--- config.mk ---
export PLATFORM = sky130hd
export DESIGN_NAME = bf16_adder
export DESIGN_NICKNAME = d
export VERILOG_FILES = /design/src/rtl/bf16_adder.sv
export SDC_FILE = /design/constraint.sdc
export NUM_CORES = 1
export LEC_CHECK = 0
export CAP_MARGIN = 20
export CORE_MARGIN = 2
export CORE_UTILIZATION = 50
export CTS_BUF_LIST = sky130_fd_sc_hd__clkbuf_2
export CTS_CLUSTER_DIAMETER = 40
export DETAILED_ROUTE_END_ITERATION = 8
export DONT_BUFFER_PORTS = 1
export GPL_TIMING_DRIVEN = 0
export HOLD_SLACK_MARGIN = 0.1
export SYNTH_ARGS = -nofsm -noshare
export SYNTH_HDL_FRONTEND = slang
export SYNTH_SLANG_ARGS = --single-unit
--- constraint.sdc ---
create_clock -name clk -period 1.6 [get_ports clk]
set_clock_uncertainty 0.1 [all_clocks]
set_input_delay 0.32 -clock clk [delete_from_list [all_inputs] [get_ports clk]]
set_output_delay 0.32 -clock clk [all_outputs]
set_load 0.02 [all_outputs]
--- src/rtl/bf16_adder.sv ---
// bf16_adder: bfloat16 adder, z = a + b, round-to-nearest-even, one-cycle latency.
// Format: {sign, exp[7:0] (bias 127), frac[6:0]}. Subnormal inputs are treated
// as signed zero, and results that underflow are flushed to signed zero.
//
// Ports:
//   clk    rising-edge clock
//   rst_n  asynchronous active-low reset (clears z and z_vld)
//   a      operand A, a_vld qualifies it
//   b      operand B, b_vld qualifies it
//   z      registered sum, updated only when a_vld & b_vld
//   z_vld  registered a_vld & b_vld
module bf16_adder (
    input  logic        clk,
    input  logic        rst_n,
    input  logic [15:0] a,
    input  logic        a_vld,
    input  logic [15:0] b,
    input  logic        b_vld,
    output logic [15:0] z,
    output logic        z_vld
);

    localparam logic [15:0] QNAN = 16'h7FC0;

    // ------------------------------------------------------------------
    // Unpack and classify
    // ------------------------------------------------------------------
    logic       sa, sb;
    logic [7:0] ea, eb;
    logic [6:0] fa, fb;

    assign {sa, ea, fa} = a;
    assign {sb, eb, fb} = b;

    logic a_nan, b_nan, a_inf, b_inf, a_zero, b_zero;

    assign a_nan  = (ea == 8'hFF) && (fa != 7'd0);
    assign b_nan  = (eb == 8'hFF) && (fb != 7'd0);
    assign a_inf  = (ea == 8'hFF) && (fa == 7'd0);
    assign b_inf  = (eb == 8'hFF) && (fb == 7'd0);
    assign a_zero = (ea == 8'h00);
    assign b_zero = (eb == 8'h00);

    // ------------------------------------------------------------------
    // Order by magnitude; {exp,frac} compares as an unsigned integer
    // ------------------------------------------------------------------
    logic       a_ge;
    logic       s_l;
    logic [7:0] e_l, e_s;
    logic [7:0] m_l, m_s;
    logic [7:0] diff;
    logic       eff_sub;

    assign a_ge    = (a[14:0] >= b[14:0]);
    assign s_l     = a_ge ? sa : sb;
    assign e_l     = a_ge ? ea : eb;
    assign e_s     = a_ge ? eb : ea;
    assign m_l     = {1'b1, (a_ge ? fa : fb)};
    assign m_s     = {1'b1, (a_ge ? fb : fa)};
    assign diff    = e_l - e_s;
    assign eff_sub = sa ^ sb;

    // ------------------------------------------------------------------
    // Align the smaller significand. With a shift of at most 10 the
    // 18-bit window keeps every shifted-out bit, so the low byte is
    // exactly the sticky field. Beyond 10 only sticky survives.
    // ------------------------------------------------------------------
    logic [17:0] sh_ext;
    logic [9:0]  s_align;
    logic        s_sticky;

    assign sh_ext = {m_s, 10'b0} >> diff;

    always_comb begin
        s_align  = sh_ext[17:8];
        s_sticky = |sh_ext[7:0];
        if (diff > 8'd10) begin
            s_align  = 10'd0;
            s_sticky = 1'b1;
        end
    end

    // ------------------------------------------------------------------
    // Add / subtract in {carry, sig[7:0], guard, round, sticky}.
    // Sticky as a real LSB makes the subtraction borrow come out right
    // for round-to-nearest; sticky is only ever set when diff >= 2, and
    // then at most one bit of left normalization is needed.
    // ------------------------------------------------------------------
    logic [11:0] op_l, op_s, sum;

    assign op_l = {1'b0, m_l, 3'b000};
    assign op_s = {1'b0, s_align, s_sticky};
    assign sum  = eff_sub ? (op_l - op_s) : (op_l + op_s);

    // Leading-zero count over sum[10:0]; 11 means all zero
    logic [3:0] lzc;

    always_comb begin
        lzc = 4'd11;
        for (int i = 0; i <= 10; i++) begin
            if (sum[i]) lzc = 4'(10 - i);
        end
    end

    // ------------------------------------------------------------------
    // Normalize; exponent is kept 10-bit signed so over/underflow
    // checks cannot wrap
    // ------------------------------------------------------------------
    logic [10:0]       nm;
    logic signed [9:0] e_norm;

    always_comb begin
        if (sum[11]) begin
            nm     = {sum[11:2], |sum[1:0]};
            e_norm = $signed({2'b00, e_l}) + 10'sd1;
        end else begin
            nm     = sum[10:0] << lzc;
            e_norm = $signed({2'b00, e_l}) - $signed({6'b0, lzc});
        end
    end

    // ------------------------------------------------------------------
    // Round to nearest even
    // ------------------------------------------------------------------
    logic              rnd_inc;
    logic [8:0]        rnd;
    logic signed [9:0] e_fin;
    logic [6:0]        f_fin;

    assign rnd_inc = nm[2] & (nm[1] | nm[0] | nm[3]);
    assign rnd     = {1'b0, nm[10:3]} + {8'd0, rnd_inc};
    // rounding carry gives 1.0000000 x 2 -> renormalize
    assign e_fin   = e_norm + $signed({9'd0, rnd[8]});
    assign f_fin   = rnd[8] ? rnd[7:1] : rnd[6:0];

    // ------------------------------------------------------------------
    // Result select, specials first
    // ------------------------------------------------------------------
    logic [15:0] res;

    always_comb begin
        res = {s_l, e_fin[7:0], f_fin};
        if (a_nan || b_nan) begin
            res = QNAN;
        end else if (a_inf && b_inf) begin
            res = (sa != sb) ? QNAN : a;
        end else if (a_inf) begin
            res = a;
        end else if (b_inf) begin
            res = b;
        end else if (a_zero && b_zero) begin
            res = {(sa & sb), 15'd0};
        end else if (a_zero) begin
            res = b;
        end else if (b_zero) begin
            res = a;
        end else if (eff_sub && (a[14:0] == b[14:0])) begin
            res = 16'h0000;
        end else if (e_fin >= 10'sd255) begin
            res = {s_l, 8'hFF, 7'd0};
        end else if (e_fin <= 10'sd0) begin
            res = {s_l, 15'd0};
        end
    end

    // ------------------------------------------------------------------
    // Output register
    // ------------------------------------------------------------------
    always_ff @(posedge clk or negedge rst_n) begin
        if (!rst_n) begin
            z     <= 16'h0000;
            z_vld <= 1'b0;
        end else begin
            z_vld <= a_vld & b_vld;
            if (a_vld & b_vld) z <= res;
        end
    end

endmodule

# [Word-level counts from Yosys, hierarchy flattened]
# Index checks and enable logic that the tools add are counted.
[word_totals] regBits=17 input_bits=36 out_inout_bits=17 word_cells=74
[classes] addsub=7 order_cmp=4 eq_ne=4 shifts=2 n_mux=33 bitwise_logic=6 n_reduce_logical=16
[op_table] operator="16-bit two-way mux" count=9
[op_table] operator="4-bit two-way mux" count=10
[op_table] operator="15-bit two-way mux" count=2
[op_table] operator="7-bit two-way mux" count=3
[op_table] operator="10-bit two-way mux" count=2
[op_table] operator="18-bit by 8-bit right shift with 18-bit output" count=1
[op_table] operator="8-bit equality test, second input constant" count=2
[op_table] operator="8-bit logical NOT" count=2
[op_table] operator="8-bit two-way mux" count=2
[op_table] operator="15-bit equality test" count=1
[op_table] operator="15-bit >= comparator" count=1
[op_table] operator="7-bit logical NOT" count=2
[op_table] operator="7-bit nonzero test" count=2
[op_table] operator="11-bit by 11-bit adder with 12-bit output" count=1
[op_table] operator="12-bit two-way mux" count=1
[op_table] operator="11-bit by 11-bit subtractor with 12-bit output" count=1
[op_table] operator="11-bit two-way mux" count=1
[op_table] operator="11-bit by 4-bit << shifter with 11-bit output" count=1
[op_table] operator="10-bit by 2-bit adder with 10-bit output" count=1
[op_table] operator="10-bit by 9-bit >= comparator with 1-bit output, second input constant" count=1
[op_table] operator="10-bit by 1-bit less-or-equal comparator with 1-bit output, second input constant" count=1
[op_table] operator="8-bit by 1-bit adder with 9-bit output" count=1
[op_table] operator="8-bit by 1-bit adder with 9-bit output, second input constant" count=1
[op_table] operator="8-bit by 4-bit subtractor with 9-bit output" count=1
[op_table] operator="other kinds (11)" count=22

# [Depth between registers and ports, before layout]
[depth] word_depth=37 ltp_mapped=55 mapped_depth_nobuf=47

# [Worst setup path before layout]
# No wires, ideal clock.
[synth_timing] path_type="in2reg" start="input port b[9]" end="register z[0]" setup_time_ns=0.076 arrival_time_ns=10.920 required_ns=1.424 path_slack_ns=-9.497 stages=53 n_path_buf=9 path_cell_list="inv_1 -> ha_1 -> buf_2 -> nand4_1 -> nor4_2 -> a2111oi_4 -> nand2_4 -> buf_1 -> clkbuf_1 -> clkbuf_1 -> clkbuf_1 -> a21oi_1 -> ha_1 -> clkbuf_1 -> clkbuf_1 -> inv_1 -> clkbuf_1 -> nor2_1 -> (+17 left out) -> clkbuf_1 -> inv_1 -> nor3_1 -> o22a_1 -> ha_1 -> inv_1 -> nand4bb_1 -> nor3_4 -> ha_1 -> ha_1 -> o21ai_0 -> nor3_2 -> xnor2_1 -> a211o_1 -> nand2_1 -> or3b_1 -> or4_1 -> o21ai_1"
[synth_between] elab_chain_cells=37 word_cells_on_any_way=58
[synth_rtl] element="start, declared" line="17" text="input logic [15:0] b,"
[synth_rtl] element="15-bit >= comparator" line="54" text="assign a_ge = (a[14:0] >= b[14:0]);"
[synth_rtl] element="8-bit two-way mux (on tied branches)" line="56, 57"
[synth_rtl] element="8-bit subtractor" line="60" text="assign diff = e_l - e_s;"
[synth_rtl] element="18-bit by 8-bit right shift with 18-bit output" line="72" text="assign sh_ext = {m_s, 10'b0} >> diff;"
[synth_rtl] element="8-bit OR reduction" line="76" text="s_sticky = |sh_ext[7:0];"
[synth_rtl] element="1-bit two-way mux" line="77" text="if (diff > 8'd10) begin"
[synth_rtl] element="11-bit by 11-bit adder with 12-bit output / 11-bit by 11-bit subtractor with 12-bit output (equally long branches)" line="93" text="assign sum = eff_sub ? (op_l - op_s) : (op_l + op_s);"
[synth_rtl] element="12-bit two-way mux" line="93"
[synth_rtl] element="(+21 left out)"
[synth_rtl] element="16-bit two-way mux" line="157" text="end else if (eff_sub && (a[14:0] == b[14:0])) begin"
[synth_rtl] element="16-bit two-way mux" line="155" text="end else if (b_zero) begin"
[synth_rtl] element="16-bit two-way mux" line="153" text="end else if (a_zero) begin"
[synth_rtl] element="16-bit two-way mux" line="151" text="end else if (a_zero && b_zero) begin"
[synth_rtl] element="16-bit two-way mux" line="149" text="end else if (b_inf) begin"
[synth_rtl] element="16-bit two-way mux" line="147" text="end else if (a_inf) begin"
[synth_rtl] element="16-bit two-way mux" line="145" text="end else if (a_inf && b_inf) begin"
[synth_rtl] element="16-bit two-way mux (*)" line="143" text="if (a_nan || b_nan) begin"
[synth_rtl] element="end signal, assigned" line="175" text="if (a_vld & b_vld) z <= res;"
[synth_rtl] element="end, declared" line="19" text="output logic [15:0] z,"
# Mark *: on every way between the ends. The rest lies on a longest branch, timed or not.
# A chain may end at the register's enable or synchronous reset.

# [Worst setup path after layout]
[layout_timing] start="input port b[12]" end="register z[0]"
# The elaborated chain is that of the path after synthesis.

==> results.json <==
{
  "routed_wire_length_per_instance_um": 22.10,
  "design_area_um2": 7336,
  "p_per_area_nw_per_um2": 844.9,
  "core_um2": 10940,
  "worstHoldStart": "a[11]",
  "timing.reg2reg.worst_path_depth": 3,
  "area_delta_synth_final_pct": 29.34,
  "min-delay-path-class": "input pin to flop",
  "outcome": "complete, but fails checks",
  "tritoncts_clock_tree": "built",
  "synth.yosys.seq_area_share_pct": 7.501,
  "final.hold.worst_slack_ps": 95.99,
  "clockBufferDepth": 2,
  "rr_startpoint": "z[5]",
  "aggregate_global_route_resource_usage_pct": 35.69,
  "overflow": 0,
  "intPower_mw": 2.787,
  "detailroute.via_count": 7323,
  "total_number_of_yosys_warnings": 0,
  "drv_cap": 0,
  "crit_arrival_ps": 9930,
  "synth_fp_nets": 906,
  "critical_path_peak_fanout": 5,
  "p_comb_share_pct": 81.8,
  "swShare_pct": 55.03,
  "rows": 38,
  "filler_cell_count": 962,
  "cellLeakagePower_nw": 2.991,
  "synth_edf_count": 0,
  "tritoncts.num_buffers": 3,
  "cts.clk_slew.worst_paths_ps": 190,
  "postSynthAreaPerCell_um2": 6.850,
  "synth-seq-cells": 17,
  "hpwlAfterDp_um": 17050,
  "r2r_slack_ps": 490,
  "path_class": "input pin to flop",
  "postLayoutSetupSlackWorst_ps": -8168,
  "most_common_cell_after_layout_fill_and_taps_aside": "sky130_fd_sc_hd__nand2_1",
  "slew_headroom_pct": 30.65,
  "clock_tree.htree_level_count": 1,
  "drtAntennaViolNets": 0,
  "dpl_cell_area_um2": 6304,
  "number_of_cells_traversed_by_the_worst_hold_path": 2,
  "cts.sink_count": 17,
  "worst_setup_path_end_kind": "flop",
  "hold_violations": 0,
  "die_w_um": 110.5,
  "syn-cell-area_um2": 5672,
  "max_slew.worst_pin.slew_ps": 1027,
  "power.ir.vdd_worst_mv": 0.5986,
  "drt_first_pass_iters": 7,
  "violations_in_the_final_reports": "setup timing",
  "design.die.area_um2": 12210,
  "die_h_um": 110.5,
  "p_switching_mw": 3.411,
  "clock_latency_ps": 310,
  "mostFrequentLayoutCells": "sky130_fd_sc_hd__nand2_1 (82), sky130_fd_sc_hd__nor2_1 (72), sky130_fd_sc_hd__a21oi_1 (62), sky130_fd_sc_hd__buf_4 (62), sky130_fd_sc_hd__o21ai_0 (48)",
  "netlist_instances": 828,
  "cp_slowest_stage_delay_ps": 480,
  "layout.nets": 983,
  "max_freq_ghz": 0.1024,
  "first_pass_grt_wire_length_um": 36490,
  "drt-total-wl_um": 23070,
  "grt_max_degree": 18,
  "postSynth.topFlopCell": "sky130_fd_sc_hd__dfrtp_1",
  "timing.final.max_slew_violations": 0,
  "synth.lib_cells_used.distinct": 93,
  "final_layout_size_suffix_gt1_share_pct": 24.89,
  "start_kind": "input pin",
  "viasPerCell": 7.014,
  "proportion_of_synthesized_flip_flops_having_asynchronous_set_or_reset_pct": 100.0,
  "rr_endpoint": "z[5]",
  "count_of_port_buffers_added_during_placement": 0,
  "first_global_vias": 7029,
  "initial_utilization_pct": 51.86,
  "clockRootBuffer": "sky130_fd_sc_hd__clkbuf_2",
  "power_frac_seq_pct": 14.8,
  "startpoint": "b[12]",
  "cp_slowest_cell": "sky130_fd_sc_hd__nor4_4",
  "setup_viol": 16,
  "hold_end": "z[11]",
  "top_level_ports": 53,
  "gp_congestion": 1.029,
  "iteration_0_drc_markers": 796,
  "fin_crit_sh_pct": 610.5,
  "timing.final.crit_period_ps": 9768,
  "num_antenna_cells": 0,
  "cp.required_ps": 1760,
  "power_frac_clock_pct": 3.4,
  "crit_path_frequent_cell": "sky130_fd_sc_hd__ha_4",
  "drc": 0,
  "grt_antenna_before_repair": 0,
  "grt_setup_unrepaired": "yes"
}
through the flow:
step	util (%)	setup WS [ps]	power (mW)	setup TNS (ps)	instances
5_1_grt	67.08	-8392	6.579	-123790	1044
3_5_place_dp	57.64	-9743	5.035	-142660	968
2_1_floorplan	-	-8104	4.121	-117070	828
3_3_place_gp	57.64	-9587	4.966	-140090	968
6_report	67.08	-8168	6.198	-120300	1044
4_1_cts	64.61	-7908	5.764	-115990	1024
worst max-delay path by stage:
stage	to	slack (ps)	depth (start not counted)
final	z[0]	-8170	52
after global routing	z[0]	-8390	51
after CTS	z[0]	-7910	52
after detailed placement	z[0]	-9740	50
after global placement	z[0]	-9590	53
after floorplan	z[0]	-8100	48
cells in the mapped netlist, drive strengths merged, types with 8 or more instances:
master	n	area [µm²]
nand2	88	337.8
a21oi	81	416.7
nor2	80	302.8
o21ai	66	330.3
inv	45	168.9
ha	40	500.5
nor3	27	151.4
mux2i	25	250.2
clkbuf	24	90.09
a21o	23	172.7
nand3	22	110.1
dfrtp	17	425.4
and3	15	98.84
nand4	14	87.58
nor4	13	93.84
o22ai	13	81.33
nor2b	11	68.82
xnor2	11	103.9
a221oi	10	87.58
buf	10	52.55
nand2b	10	62.56
o31ai	10	80.07
a211o	9	78.83
a211oi	9	67.56
and2	9	56.30
xor2	9	78.83
o211ai	8	73.82
per-layer routing:
layer	part of all wire (%)	routed length [µm]	global-route usage [%]	vias to the layer above
li1	-	-	-	3333
met1	41	9524	48.42	3508
met2	46	10710	58.32	422
met3	9.5	2191	5.873	60
met4	2.8	643	10.42	0
met5	0	0	0	-
logic make-up after synthesis:
family	synth area share (%)
adder cells (fa/ha/maj)	9.530
multiplexers	6.993
AND/OR/NAND/NOR	27.73
flip-flops	7.501
buffers and inverters	5.493
XOR/XNOR	3.221
AO/OA/AOI/OAI	39.53
critical path, delay by kind of cell:
kind	cells	cell delay, ps
simple gates	15	3040
compound gates	20	3640
buf+inv	10	1160
mux	1	300
fa+ha+maj	6	1420
repair_timing:
item / 4_1_cts / 5_1_grt
gates resized for setup: 61 / 32
hold buffers: 9 / 0
endpoints found under the hold margin: 23 / 0
setup endpoints to repair: 16 / 16
setup buffers: 44 / 21
pin swaps: 47 / 42
flip-flops by register name (all words and copies together) (netlist names):
register  cells
z            16
z_vld         1
cell type report:
cell class / instances / area (µm²) / area share [%]
Buffer: 32 / 286.5 / 3.906
Clock inverter: 1 / 5.005 / 0.06822
Tap cell: 140 / 175.2 / 2.388
Sequential cell: 17 / 425.4 / 5.799
Inverter: 45 / 187.7 / 2.558
Timing Repair Buffer: 74 / 601.8 / 8.204
Clock buffer: 3 / 15.01 / 0.2047
Multi-Input combinational cell: 732 / 5639 / 76.87
power groups by stage:
| stage | clock [mW] | combinational [mW] | sequential (mW) |
|---|---|---|---|
| floorplan | 0 | 3.27 | 0.850 |
| global placement | 0 | 4.04 | 0.921 |
| detailed placement | 0 | 4.11 | 0.921 |
| CTS | 0.206 | 4.65 | 0.912 |
| global route | 0.224 | 5.43 | 0.924 |
| finish | 0.214 | 5.07 | 0.917 |
Note: power is estimated with default switching activity, not from simulation.
